--- config.mk ---
export PLATFORM = sky130hd
export DESIGN_NAME = fixed_point_divider
export DESIGN_NICKNAME = d
export VERILOG_FILES = /design/src/rtl/fixed_point_pkg.sv /design/src/rtl/fixed_point_saturate.sv /design/src/rtl/fixed_point_divider.sv
export SDC_FILE = /design/constraint.sdc
export NUM_CORES = 1
export LEC_CHECK = 0
export BUFFER_PORTS_ARGS = -buffer_cell sky130_fd_sc_hd__buf_4
export CORE_ASPECT_RATIO = 1.75
export CORE_MARGIN = 2
export CORE_UTILIZATION = 55
export DETAILED_ROUTE_END_ITERATION = 7
export PLACE_DENSITY = 0.87
export SYNTH_ARGS = -nofsm -noshare
export SYNTH_HDL_FRONTEND = slang
export SYNTH_SLANG_ARGS = --single-unit
--- constraint.sdc ---
create_clock -name clk -period 5.2 [get_ports clk]
set_clock_uncertainty 0.15 [all_clocks]
set_input_delay 0.78 -clock clk [delete_from_list [all_inputs] [get_ports clk]]
set_output_delay 0.78 -clock clk [all_outputs]
set_load 0.1 [all_outputs]
--- src/rtl/fixed_point_pkg.sv ---
// fixed_point_pkg
// Shared constants and types for the fixed-point divider.
//   DEFAULT_N   : default operand/quotient width (signed two's complement)
//   DEFAULT_F   : default number of fractional bits of the Q(N-F).F format
//   div_state_t : controller states of the divider
package fixed_point_pkg;

    localparam int DEFAULT_N = 16;
    localparam int DEFAULT_F = 10;

    typedef enum logic [1:0] {
        IDLE = 2'd0,
        RUN  = 2'd1,
        FIX  = 2'd2,
        DONE = 2'd3
    } div_state_t;

endpackage

--- src/rtl/fixed_point_saturate.sv ---
// fixed_point_saturate
// Combinational sign application and saturation of an unsigned quotient
// magnitude into the signed N-bit Q(N-F).F range.
//   magnitude   : in  [N+F-1:0] unsigned quotient magnitude from the divider
//   negative    : in  result sign (1 = negative)
//   div_by_zero : in  divisor was zero; result becomes the signed extreme
//   result      : out [N-1:0] signed, saturated quotient
//   overflow    : out magnitude did not fit and was clamped
module fixed_point_saturate
    import fixed_point_pkg::*;
#(
    parameter int N = DEFAULT_N,
    parameter int F = DEFAULT_F
) (
    input  logic [N+F-1:0] magnitude,
    input  logic           negative,
    input  logic           div_by_zero,
    output logic [N-1:0]   result,
    output logic           overflow
);

    // Largest representable positive magnitude and negative magnitude
    localparam logic [N+F-1:0] POS_LIMIT = {{(F+1){1'b0}}, {(N-1){1'b1}}};
    localparam logic [N+F-1:0] NEG_LIMIT = {{F{1'b0}}, 1'b1, {(N-1){1'b0}}};
    localparam logic [N-1:0]   MAX_Q     = {1'b0, {(N-1){1'b1}}};
    localparam logic [N-1:0]   MIN_Q     = {1'b1, {(N-1){1'b0}}};

    // A divide-by-zero result takes the extreme of the dividend's sign and
    // is not reported as overflow. A negative magnitude of exactly 2^(N-1)
    // is still representable, so only larger magnitudes clamp.
    always_comb begin
        result   = '0;
        overflow = 1'b0;
        if (div_by_zero) begin
            result = negative ? MIN_Q : MAX_Q;
        end else if (negative) begin
            if (magnitude > NEG_LIMIT) begin
                result   = MIN_Q;
                overflow = 1'b1;
            end else begin
                result = ~magnitude[N-1:0] + 1'b1;
            end
        end else begin
            if (magnitude > POS_LIMIT) begin
                result   = MAX_Q;
                overflow = 1'b1;
            end else begin
                result = magnitude[N-1:0];
            end
        end
    end

endmodule

--- src/rtl/fixed_point_divider.sv ---
// fixed_point_divider
// Sequential signed Q(N-F).F divider: quotient = sat(trunc((dividend<<F)/divisor)).
// Unsigned restoring division, one quotient bit per clock over N+F cycles.
//   clk      : in  clock, rising edge
//   reset    : in  synchronous active-high reset, aborts any division
//   start    : in  division request, only honoured while idle
//   dividend : in  [N-1:0] signed numerator, captured with start
//   divisor  : in  [N-1:0] signed denominator, captured with start
//   quotient : out [N-1:0] signed result, held until replaced
//   busy     : out high from the cycle after acceptance through the done cycle
//   done     : out one-cycle pulse when quotient/dbz/ovf are valid
//   dbz      : out divisor was zero for the current result
//   ovf      : out current result was saturated
module fixed_point_divider
    import fixed_point_pkg::*;
#(
    parameter int N = DEFAULT_N,
    parameter int F = DEFAULT_F
) (
    input  logic         clk,
    input  logic         reset,
    input  logic         start,
    input  logic [N-1:0] dividend,
    input  logic [N-1:0] divisor,
    output logic [N-1:0] quotient,
    output logic         busy,
    output logic         done,
    output logic         dbz,
    output logic         ovf
);

    localparam int               CNT_W    = $clog2(N + F + 1);
    localparam logic [CNT_W-1:0] LAST_ITER = CNT_W'(N + F - 1);

    div_state_t       state;
    div_state_t       state_next;

    logic [N-1:0]     div_mag;
    logic [N+F-1:0]   acc;
    logic [N-1:0]     rem;
    logic             neg;
    logic             zero_div;
    logic [CNT_W-1:0] cnt;

    logic [N-1:0]     dividend_mag;
    logic [N-1:0]     divisor_mag;
    logic [N:0]       trial;
    logic             take;
    logic [N-1:0]     rem_next;
    logic [N-1:0]     sat_q;
    logic             sat_ovf;

    // N-bit unsigned magnitudes; -2^(N-1) negates to itself, which reads
    // correctly as 2^(N-1) once treated as unsigned.
    assign dividend_mag = dividend[N-1] ? (~dividend + 1'b1) : dividend;
    assign divisor_mag  = divisor[N-1]  ? (~divisor + 1'b1)  : divisor;

    // Restoring step: shift the next numerator bit into the partial
    // remainder and subtract the divisor whenever it fits. acc shifts the
    // numerator out of its top while quotient bits enter at the bottom.
    assign trial    = {rem, acc[N+F-1]};
    assign take     = (trial >= {1'b0, div_mag});
    assign rem_next = take ? N'(trial - {1'b0, div_mag}) : trial[N-1:0];

    fixed_point_saturate #(
        .N (N),
        .F (F)
    ) u_saturate (
        .magnitude   (acc),
        .negative    (neg),
        .div_by_zero (zero_div),
        .result      (sat_q),
        .overflow    (sat_ovf)
    );

    // State register
    always_ff @(posedge clk) begin
        if (reset) begin
            state <= IDLE;
        end else begin
            state <= state_next;
        end
    end

    // Next-state logic; a zero divisor skips the iterations entirely
    always_comb begin
        state_next = state;
        case (state)
            IDLE: begin
                if (start) begin
                    state_next = (divisor == '0) ? FIX : RUN;
                end
            end
            RUN: begin
                if (cnt == LAST_ITER) begin
                    state_next = FIX;
                end
            end
            FIX:     state_next = DONE;
            DONE:    state_next = IDLE;
            default: state_next = IDLE;
        endcase
    end

    // Datapath and registered outputs
    always_ff @(posedge clk) begin
        if (reset) begin
            div_mag  <= '0;
            acc      <= '0;
            rem      <= '0;
            neg      <= 1'b0;
            zero_div <= 1'b0;
            cnt      <= '0;
            quotient <= '0;
            busy     <= 1'b0;
            done     <= 1'b0;
            dbz      <= 1'b0;
            ovf      <= 1'b0;
        end else begin
            case (state)
                IDLE: begin
                    if (start) begin
                        div_mag  <= divisor_mag;
                        acc      <= {dividend_mag, {F{1'b0}}};
                        rem      <= '0;
                        neg      <= dividend[N-1] ^ divisor[N-1];
                        zero_div <= (divisor == '0);
                        cnt      <= '0;
                        busy     <= 1'b1;
                    end
                end
                RUN: begin
                    acc <= {acc[N+F-2:0], take};
                    rem <= rem_next;
                    cnt <= cnt + 1'b1;
                end
                FIX: begin
                    quotient <= sat_q;
                    ovf      <= sat_ovf;
                    dbz      <= zero_div;
                    done     <= 1'b1;
                end
                DONE: begin
                    done <= 1'b0;
                    busy <= 1'b0;
                end
                default: ;
            endcase
        end
    end

endmodule

==> metrics.cfg <==
[outcome]
outcome = completed

[drt]
vias = 5117
drt-wirelength-per-cell_um = 16.9
drt_wl_total_um = 13700
postRouteAntennaNets = 0
route.detailed.drc = 0
via_per_inst = 6.31
drtPass1Iterations = 6
drt_iter0_markers = 343

[timing]
hold_violations = 0
fin_ws_ns = 2.12
setup_viol = 0
maxSlewHeadroom_pct = 17.0
max_freq_mhz = 324
tightest_slew_ns = 1.24
min_period_ns = 3.08
rsz0062_at_grt = no
setup_tns_ns = 0
final.period_utilization_pct = 59.3
maxSlewViolCount = 0
whs_ns = 0.296

[placement]
gp_congestion = 0.941
placed_area_um2 = 5600
io_buffers = 54
pre_cts_ws_ns = 2.17
hpwlAfterDp_um = 10000
place_inst = 796

[die]
die_w_um = 77.1
start_util_pct = 56.6
die_y_um = 132
core-area_um2 = 9090
dieArea_um2 = 10200
rows = 46
ioPinCount = 55

[yosys]
async_reset_ff_share_pct = 0
yosysMostFrequentCell = dfxtp_1
synth_area_leader_cell = dfxtp_1
syn_inst = 655
ys_seq_area_share_pct = 33.8
synth_edf_count = 0
synthDominantCellAreaShare_pct = 33.8
syn-num-nets = 716
ys.flop_type = dfxtp_1
synth_seq_cells = 87
yosysWarnings = 0
synth_commonest_cells = dfxtp_1 (87), nor2_1 (85), nand2_1 (65)
synthesis.area_um2 = 5150
yosys-top-cells-area = dfxtp_1 (34%), nor2_1 (6.2%), ha_1 (6.1%)
ys_types = 57
syn_area_per_cell_um2 = 7.86

[setup_path]
criticalPathCategory = reg -> reg
slowest_delay_ns = 0.63
cp_cell_sequence = inv_1, ha_1, nor2b_1, o2111ai_1, a21boi_0, a21oi_1, o21bai_2, mux2i_1, a22o_1
critPathSlowestCell = o21bai_2
reg2reg_slack_ns = 2.12
crit_path_end_kind = flip-flop
r2r_start = div_mag[1]
cp.arrival_ns = 3.17
reg2reg_to = rem[1]
reg2reg_depth = 9
critPathMaxFanout = 12
critPathRequiredTime_ns = 5.29
startpoint_type = flip-flop

[power_and_ir_drop]
worst_ir_drop_vdd_mv = 0.523
switching_power_mw = 1.84
switching_share_pct = 48.5
clock_power_share_pct = 18.0
leakage_nw = 2.41
seq_power_share_pct = 25.2
internal_power_mw = 1.95
pwr-share-comb_pct = 56.7
powerDensity_nw_per_um2 = 642
p_total_mw = 3.80

[clock_tree]
cts_buffers = 9
cts_root_buf = clkbuf_16
holdBufCountCts = 0
cts_tree = built
htreeDepth = 3
clock-sinks = 87
cts_setup_buffers = 0
clock_latency_ns = 0.34
post_cts_resized = 0
clkTransAtPathRegs_ns = 0.06
clockBufferDepth = 2

[global_routing]
grt_use_total_pct = 26.8
antenna_found_initial = 0
grt_pass1_wl_um = 22300
grt_max_degree = 69
grt-ovfl-total = 0
grt_pass1_vias = 4962

[cells_and_area]
final_cell_area_um2 = 5910
finalNonFillerCells = 811
finish.utilization_pct = 65.0
drive_above_1_share_pct = 11.1
nets = 748
area_growth_pct = 14.8
insertedDiodeCount = 0

[hold_path]
holdPathEnd = quotient[14]
holdCritStartpoint = quotient[14]
hold_path_depth = 2
worst_hold_path_type = reg -> reg

[job]
cap_violations = 0

## routing by layer
metal,vias up,wire (um),GRT usage (%)
met4,0,610,15.9
li1,2440,-,-
met5,-,0,0
met1,2437,4960,27.0
met2,188,7460,50.4
met3,52,679,4.32
## placed cells by master, fill, tap and decap left out, drive strengths merged, types with 13 or more instances in the layout
| master | Yosys | final |
|---|---|---|
| a21oi | 38 | 38 |
| dfxtp | 87 | 87 |
| a211oi | 24 | 24 |
| a22oi | 13 | 13 |
| nand3 | 29 | 29 |
| nand2 | 65 | 65 |
| o21ai | 25 | 25 |
| inv | 36 | 36 |
| xnor2 | 24 | 24 |
| buf | 5 | 60 |
| ha | 25 | 25 |
| xor2 | 20 | 20 |
| nor2 | 85 | 85 |
| nor3 | 15 | 15 |
## power by group through the flow
stage | Clock, mW | Combinational (mW) | Sequential (mW)
after floorplan | 0 | 1.30 | 1.30
after global placement | 0 | 2.05 | 0.962
after detailed placement | 0 | 2.10 | 0.969
after CTS | 0.694 | 2.12 | 0.956
after global routing | 0.722 | 2.31 | 0.977
final | 0.685 | 2.15 | 0.958
## logic make-up after synthesis
logic type,after synthesis,synth area share [%]
adder cells (fa/ha/maj),26,6.47
flip-flops,87,33.8
XOR/XNOR,44,7.49
AND/OR/NAND/NOR,239,21.0
multiplexers,5,0.972
AO/OA/AOI/OAI,179,24.6
buffers and inverters,75,5.57
## area by class of cell
class / instances / area, um2
fill: 802 / 3180
multi-input combinational: 493 / 3120
sequential: 87 / 1740
inverter: 36 / 135
tap: 120 / 150
clock inverter: 3 / 67.6
clock buffer: 12 / 246
timing repair buffer: 60 / 450
## critical path, delay by kind of cell, from the launching register on
kind,cells,cell delay (ns)
AOI/OAI and AO/OA,5,1.75
buffers and inverters,1,0.06
muxes,1,0.18
and+or+nand+nor,1,0.17
adders and majority gates,1,0.28
DFF,1,0.37
## worst max-delay path by stage
stage               cells after the start       start  slack [ns]           to
floorplan                               9  div_mag[7]        2.60       rem[5]
global route                            9  div_mag[1]        1.85      rem[14]
global placement                        7  divisor[3]        2.24  div_mag[14]
detailed placement                      9  div_mag[1]        2.17      rem[15]
CTS                                     9  div_mag[1]        2.18      rem[15]
finish                                  9  div_mag[1]        2.12       rem[1]
## flip-flops by register name, summed over array words and instances (netlist names)
signal / flops
quotient: 16
busy: 1
ovf: 1
zero_div: 1
state: 2
done: 1
dbz: 1
rem: 16
acc: 26
div_mag: 16
neg: 1
cnt: 5
No activity file was read; power rests on OpenSTA's default activity.
